===== config.mk =====
export PLATFORM = sky130hd
export DESIGN_NAME = reg_port_arbiter
export DESIGN_NICKNAME = d
export VERILOG_FILES = /design/src/rtl/reg_port_arbiter_pkg.sv /design/src/rtl/reg_port_arbiter_rr_pick.sv /design/src/rtl/reg_port_arbiter.sv
export SDC_FILE = /design/constraint.sdc
export NUM_CORES = 1
export LEC_CHECK = 0
export CAP_MARGIN = 20
export CELL_PAD_IN_SITES_DETAIL_PLACEMENT = 1
export CELL_PAD_IN_SITES_GLOBAL_PLACEMENT = 2
export CORE_AREA = 3 3 146 218
export DETAILED_ROUTE_END_ITERATION = 6
export DIE_AREA = 0 0 149 221
export HOLD_SLACK_MARGIN = 0.15
export PLACE_DENSITY = 0.85
export SYNTH_ARGS = -nofsm -noshare
export SYNTH_HDL_FRONTEND = slang
export SYNTH_SLANG_ARGS = --single-unit

===== constraint.sdc =====
create_clock -name clk -period 2.8 [get_ports clk]
set_input_delay 0.42 -clock clk [delete_from_list [all_inputs] [get_ports clk]]
set_output_delay 0.42 -clock clk [all_outputs]
set_load 0.01 [all_outputs]

===== src/rtl/reg_port_arbiter_pkg.sv =====
// Shared types and helpers for the register-port arbiter.
// Provides the arbiter FSM state encoding and an index-width helper
// used to size requester indices and the timeout counter.
package reg_port_arbiter_pkg;

   typedef enum logic [1:0] {
      ST_IDLE = 2'd0,
      ST_BUSY = 2'd1,
      ST_DONE = 2'd2
   } state_t;

   localparam int NUM_REQ_DEFAULT = 3;

   // Bits needed to hold values 0..n-1; never less than one bit.
   function automatic int idx_width(input int n);
      return (n > 1) ? $clog2(n) : 1;
   endfunction

   localparam int IDX_W_DEFAULT = idx_width(NUM_REQ_DEFAULT);

endpackage


===== src/rtl/reg_port_arbiter_rr_pick.sv =====
// Round-robin first-set-bit search starting at a pointer, wrapping mod N.
// Purely combinational: zero latency.
// Ports: i_req (request vector), i_ptr (start index), o_idx (winner), o_vld (any request).
module reg_port_arbiter_rr_pick
   import reg_port_arbiter_pkg::*;
#(
   parameter int N     = 3,
   parameter int IDX_W = idx_width(N)
) (
   input  logic [N-1:0]     i_req,
   input  logic [IDX_W-1:0] i_ptr,
   output logic [IDX_W-1:0] o_idx,
   output logic             o_vld
);

   // Walk the offsets from farthest to nearest so the nearest set bit
   // (smallest offset from the pointer) is the last write and wins.
   always_comb begin
      o_idx = '0;
      o_vld = 1'b0;
      for (int k = N - 1; k >= 0; k--) begin
         if (i_req[(int'(i_ptr) + k) % N]) begin
            o_vld = 1'b1;
            o_idx = IDX_W'((int'(i_ptr) + k) % N);
         end
      end
   end

endmodule


===== src/rtl/reg_port_arbiter.sv =====
// Round-robin arbiter sharing one register-bank port among NUM_REQ requesters.
// Latency: 3 cycles minimum per transaction (grant, bank access, completion pulse).
// Ports: req_* from requesters, reg_* to/from the bank; one transaction in flight,
// reg_wait stalls the timeout, a missing reg_ack forces completion with req_err.
module reg_port_arbiter
   import reg_port_arbiter_pkg::*;
#(
   parameter int NUM_REQ    = 3,
   parameter int ADDR_WIDTH = 40,
   parameter int DATA_WIDTH = 32,
   parameter int STRB_WIDTH = DATA_WIDTH / 8,
   parameter int TIMEOUT    = 4
) (
   input  logic                          clk,
   input  logic                          rstn,
   input  logic [NUM_REQ-1:0]            req_en,
   input  logic [NUM_REQ-1:0]            req_we,
   input  logic [NUM_REQ*ADDR_WIDTH-1:0] req_addr,
   input  logic [NUM_REQ*DATA_WIDTH-1:0] req_wdata,
   input  logic [NUM_REQ*STRB_WIDTH-1:0] req_wstrb,
   output logic [NUM_REQ-1:0]            req_ack,
   output logic [DATA_WIDTH-1:0]         req_rdata,
   output logic                          req_err,
   output logic [ADDR_WIDTH-1:0]         reg_addr,
   output logic                          reg_rd_en,
   output logic                          reg_wr_en,
   output logic [DATA_WIDTH-1:0]         reg_wr_data,
   output logic [STRB_WIDTH-1:0]         reg_wr_strb,
   input  logic [DATA_WIDTH-1:0]         reg_rd_data,
   input  logic                          reg_wait,
   input  logic                          reg_ack
);

   localparam int IDX_W = idx_width(NUM_REQ);
   localparam int CNT_W = idx_width(TIMEOUT);
   localparam logic [CNT_W-1:0] CNT_LOAD = CNT_W'(TIMEOUT - 1);

   state_t                r_state;
   state_t                w_state_nxt;
   logic [IDX_W-1:0]      r_rr_ptr;
   logic [IDX_W-1:0]      r_grant;
   logic [CNT_W-1:0]      r_cnt;
   logic                  r_we;
   logic                  r_rd_en;
   logic                  r_wr_en;
   logic [ADDR_WIDTH-1:0] r_addr;
   logic [DATA_WIDTH-1:0] r_wr_data;
   logic [STRB_WIDTH-1:0] r_wr_strb;
   logic [NUM_REQ-1:0]    r_ack;
   logic [DATA_WIDTH-1:0] r_rdata;
   logic                  r_err;

   logic [IDX_W-1:0]      w_pick_idx;
   logic                  w_pick_vld;
   logic                  w_start;
   logic                  w_done_ok;
   logic                  w_done_to;
   logic                  w_cnt_dec;
   logic                  w_sel_we;
   logic [ADDR_WIDTH-1:0] w_sel_addr;
   logic [DATA_WIDTH-1:0] w_sel_wdata;
   logic [STRB_WIDTH-1:0] w_sel_wstrb;

   reg_port_arbiter_rr_pick #(
      .N     (NUM_REQ),
      .IDX_W (IDX_W)
   ) u_rr_pick (
      .i_req (req_en),
      .i_ptr (r_rr_ptr),
      .o_idx (w_pick_idx),
      .o_vld (w_pick_vld)
   );

   assign w_sel_we    = req_we[w_pick_idx];
   assign w_sel_addr  = req_addr[int'(w_pick_idx)*ADDR_WIDTH +: ADDR_WIDTH];
   assign w_sel_wdata = req_wdata[int'(w_pick_idx)*DATA_WIDTH +: DATA_WIDTH];
   assign w_sel_wstrb = req_wstrb[int'(w_pick_idx)*STRB_WIDTH +: STRB_WIDTH];

   // Next-state and control decode.
   always_comb begin
      w_state_nxt = r_state;
      w_start     = 1'b0;
      w_done_ok   = 1'b0;
      w_done_to   = 1'b0;
      w_cnt_dec   = 1'b0;
      case (r_state)
         ST_IDLE: begin
            if (w_pick_vld) begin
               w_start     = 1'b1;
               w_state_nxt = ST_BUSY;
            end
         end
         ST_BUSY: begin
            // A bank ack always wins; reg_wait only matters without one.
            if (reg_ack) begin
               w_done_ok   = 1'b1;
               w_state_nxt = ST_DONE;
            end else if (!reg_wait) begin
               if (r_cnt == '0) begin
                  w_done_to   = 1'b1;
                  w_state_nxt = ST_DONE;
               end else begin
                  w_cnt_dec = 1'b1;
               end
            end
         end
         ST_DONE: begin
            w_state_nxt = ST_IDLE;
         end
         default: begin
            w_state_nxt = ST_IDLE;
         end
      endcase
   end

   always_ff @(posedge clk or negedge rstn) begin
      if (!rstn) begin
         r_state <= ST_IDLE;
      end else begin
         r_state <= w_state_nxt;
      end
   end

   // Datapath and registered outputs.
   always_ff @(posedge clk or negedge rstn) begin
      if (!rstn) begin
         r_rr_ptr  <= '0;
         r_grant   <= '0;
         r_cnt     <= '0;
         r_we      <= 1'b0;
         r_rd_en   <= 1'b0;
         r_wr_en   <= 1'b0;
         r_addr    <= '0;
         r_wr_data <= '0;
         r_wr_strb <= '0;
         r_ack     <= '0;
         r_rdata   <= '0;
         r_err     <= 1'b0;
      end else begin
         r_ack <= '0;
         if (w_start) begin
            r_grant   <= w_pick_idx;
            r_we      <= w_sel_we;
            r_addr    <= w_sel_addr;
            r_wr_data <= w_sel_wdata;
            r_wr_strb <= w_sel_wstrb;
            r_cnt     <= CNT_LOAD;
            r_rd_en   <= !w_sel_we;
            r_wr_en   <= w_sel_we;
         end
         if (w_cnt_dec) begin
            r_cnt <= r_cnt - CNT_W'(1);
         end
         if (w_done_ok || w_done_to) begin
            r_rd_en <= 1'b0;
            r_wr_en <= 1'b0;
            r_ack   <= NUM_REQ'(1) << r_grant;
            r_err   <= w_done_to;
            // Writes and timeouts report zero data.
            r_rdata <= (w_done_ok && !r_we) ? reg_rd_data : '0;
         end
         // The requester just served drops to lowest priority.
         if (r_state == ST_DONE) begin
            r_rr_ptr <= (r_grant == IDX_W'(NUM_REQ - 1)) ? '0 : r_grant + IDX_W'(1);
         end
      end
   end

   assign req_ack     = r_ack;
   assign req_rdata   = r_rdata;
   assign req_err     = r_err;
   assign reg_addr    = r_addr;
   assign reg_rd_en   = r_rd_en;
   assign reg_wr_en   = r_wr_en;
   assign reg_wr_data = r_wr_data;
   assign reg_wr_strb = r_wr_strb;

endmodule


==> metrics.txt <==
outcome=complete, no violations; Tcrit/Tclk final=0.938; drt pass-1 iters=4; Die H=221 um; Total Nets Final=1228; endpoint class of the critical path=flip-flop; Clock transition at path regs=0.06 ns; switch share=0.406; Int Power=7.27 mW; Post-CTS Setup Bufs=0; Syn Std Cell Area=0.00629 mm2; Worst R2R Start=r_rr_ptr[1]$_DFFE_PN0N_; wire per inst=19.4 um; Max Clock Freq=381 MHz; Net Sw Power=4.96 mW; Worst path max stage delay=0.40 ns; WHS Endpoint=r_cnt[0]$_DFFE_PN0P_; largest net degree at the start of global routing=54; Synth Instances=587; Seq/Total Area, Yosys=0.489; Netlist cell types=44; Hold Worst Slack=0.485 ns; Vias/cell=4.56; CTS Buf Count=17; PwrDens=1100 mW/mm2; P_leak=4.66 nW; CP Data Required Time=3.09 ns; Skew-Pair Late Insertion Delay=0.43 ns; Clock Sinks=123; post-route ant nets=0; Rel. slew slack=0.633; Placer Congestion=0.816; hpwl dp=20000 um; clock network power share=0.179; Finish-stage setup viols=0; Mapped Nets=861; FP Rows=78; Synth area leader=dfrtp_1; total global routing overflow=0; Mapped Avg Cell Area=10.7 um2; Die ar.=0.0329 mm2; DRC violations left=0; via count=6238; Root Buffer=clkbuf_16; max cap viols=0; Ant. Diodes=0; Least-Margin Pin Slew=0.545 ns; H-tree levels=4; Reg2Reg Depth=8; worst vdd ir=0.000592 V; crit start category=flip-flop; Worst Hold Launch=r_cnt[0]$_DFFE_PN0P_; Hold Path Cell Cnt=1; sequential share of power=0.252; core footprint=0.0303 mm2; Synth warnings=0; setup TNS=0 ns; top post-synthesis cells by area=dfrtp_1 49%, mux2i_1 12%, o211ai_1 6.8%; Logic pwr share=0.569; die width=149 um; num ports=384; fin util=0.368; post-route cell area=0.0111 mm2; crit-path cells=inv_1 > ha_1 > mux2i_1 > o22ai_1 > a22oi_4 > buf_12 > mux2i_1 > o211ai_1; slowest CP cell=dfrtp_1; Main synth FF type=dfrtp_1; CTS tree=yes; skew final=0.00977 ns; min cycle time layout=2.63 ns; number of global-route vias before repair=6904; FFs w/ async S/R, synth=1.00; EDFF count, synth=0; RSZ-0062 raised after global routing=no; Hold/Removal Path Class=flip-flop to flip-flop; most used cell, CP=mux2i_1; I/O Buffers=383; Arrival @ worst endpoint=2.91 ns; global-route wire length before repair=40700 um; area share of the largest cell type after synthesis=0.489; Initial Utilization=0.208; Tot Pwr=12.2 mW; placed instance area=0.0106 mm2; layout cells sized above 1=0.0827; area delta synth->final=77.0%; FF-to-FF End=reg_wr_data[0]$_DFFE_PN0P_; Initial DRC Count=218; drt total wl=26500 um; Fin. Hold Viols=0; initial antenna violation count=0; Critical Setup Path Class=flip-flop to flip-flop; R2R setup slack=0.17 ns; GRT Overall Usage=0.159; crit-path max FO=38; CTS Buffer Depth=2; Seq cells post-synth=123; max-slew violation count=0
-- layer usage --
| metal | share of wire | GRT usage | routed length (um) |
|---|---|---|---|
| met5 | 0 | 0 | 0 |
| met4 | 0.023 | 0.0499 | 603 |
| met3 | 0.057 | 0.0350 | 1510 |
| met2 | 0.55 | 0.298 | 14400 |
| met1 | 0.37 | 0.176 | 9920 |
-- per-stage QoR --
step | instances | setup WS (ns)
floorplan | 587 | 0.596
global placement | 1334 | 0.184
detailed placement | 1334 | 0.141
CTS | 1367 | 0.164
global route | 1367 | 0.00677
finish | 1367 | 0.174
-- sequential cells by signal, summed over array words and instances (netlist names) --
| signal | count |
|---|---|
| reg_addr | 40 |
| reg_wr_data | 32 |
| req_rdata | 32 |
| reg_wr_strb | 4 |
| req_ack | 3 |
| r_cnt | 2 |
| r_grant | 2 |
| r_rr_ptr | 2 |
| r_state | 2 |
| r_we | 1 |
| reg_rd_en | 1 |
| reg_wr_en | 1 |
| req_err | 1 |
-- critical path: cells and delay by family (launching register included) --
| family | cells | cell delay, ns |
|---|---|---|
| adders and majority gates | 1 | 0.39 |
| DFF | 1 | 0.40 |
| muxes | 2 | 0.65 |
| AOI/OAI and AO/OA | 3 | 0.64 |
| buffers and inverters | 2 | 0.39 |
-- power groups by stage --
stage	logic, mW	registers (mW)	clock network, mW
after floorplan	3.70	3.40	0
after global placement	6.98	3.08	0
after detailed placement	7.09	3.11	0
after CTS	7.11	3.09	2.28
after global routing	7.57	3.20	2.36
final	6.96	3.08	2.19
-- Yosys cell counts (5+ instances only) --
master / count
o211ai_1: 57
buf_6: 12
clkbuf_1: 20
nand2_1: 81
inv_1: 5
a21oi_1: 8
o21ai_0: 5
nand3_1: 77
buf_2: 17
nor2b_1: 5
a22o_1: 33
dfrtp_1: 123
o211ai_2: 20
mux2i_1: 77
-- kinds of logic (layout without fill, tap and decap cells) --
| family | after synthesis | after routing | synth area share |
|---|---|---|---|
| adder cells (fa/ha/maj) | 4 | 4 | 0.00796 |
| flip-flops | 123 | 123 | 0.489 |
| buffers and inverters | 57 | 437 | 0.0523 |
| AO/OA/AOI/OAI | 142 | 142 | 0.191 |
| multiplexers | 79 | 79 | 0.127 |
| AND/OR/NAND/NOR | 182 | 182 | 0.132 |
-- how the worst max path moves through the flow --
stage / start / to / cells after the start
4_1_cts: r_rr_ptr[1]$_DFFE_PN0N_ / r_cnt[1]$_DFFE_PN0P_ / 8
2_1_floorplan: r_rr_ptr[0]$_DFFE_PN0N_ / reg_addr[16]$_DFFE_PN0P_ / 10
5_1_grt: r_rr_ptr[1]$_DFFE_PN0N_ / reg_wr_data[0]$_DFFE_PN0P_ / 8
3_3_place_gp: req_en[2] / reg_wr_data[0]$_DFFE_PN0P_ / 7
3_5_place_dp: req_en[1] / r_cnt[1]$_DFFE_PN0P_ / 7
6_report: r_rr_ptr[1]$_DFFE_PN0N_ / reg_wr_data[0]$_DFFE_PN0P_ / 8
-- layout by cell type, fill, tap and decap left out, drive strengths merged, types with 2 or more instances in the layout --
cell type,instances
a21oi,8
a22o,33
a22oi,2
buf,17
clkbuf,18
clkdlybuf4s50,382
clkinv,3
clkinvlp,3
dfrtp,123
ha,4
inv,12
mux2i,78
nand2,82
nand2b,4
nand3,77
nand3b,2
nor2,4
nor2b,5
nor3,3
nor3b,2
o211ai,77
o21a,3
o21ai,6
o31ai,2
-- final cells by class --
class | count | area, um2
Inverter | 5 | 18.8
Multi-Input combinational cell | 407 | 2910
Fill cell | 3408 | 19100
Clock buffer | 18 | 439
Clock inverter | 14 | 133
Tap cell | 400 | 500
Sequential cell | 123 | 3080
Timing Repair Buffer | 400 | 4060
-- what timing repair did --
item | 4_1_cts | 5_1_grt
hold buffers | 1 | 0
setup endpoints to repair | 0 | 3
gates resized for setup | 0 | 1
endpoints found under the hold margin | 51 | 0
No activity file was read; power rests on OpenSTA's default activity.
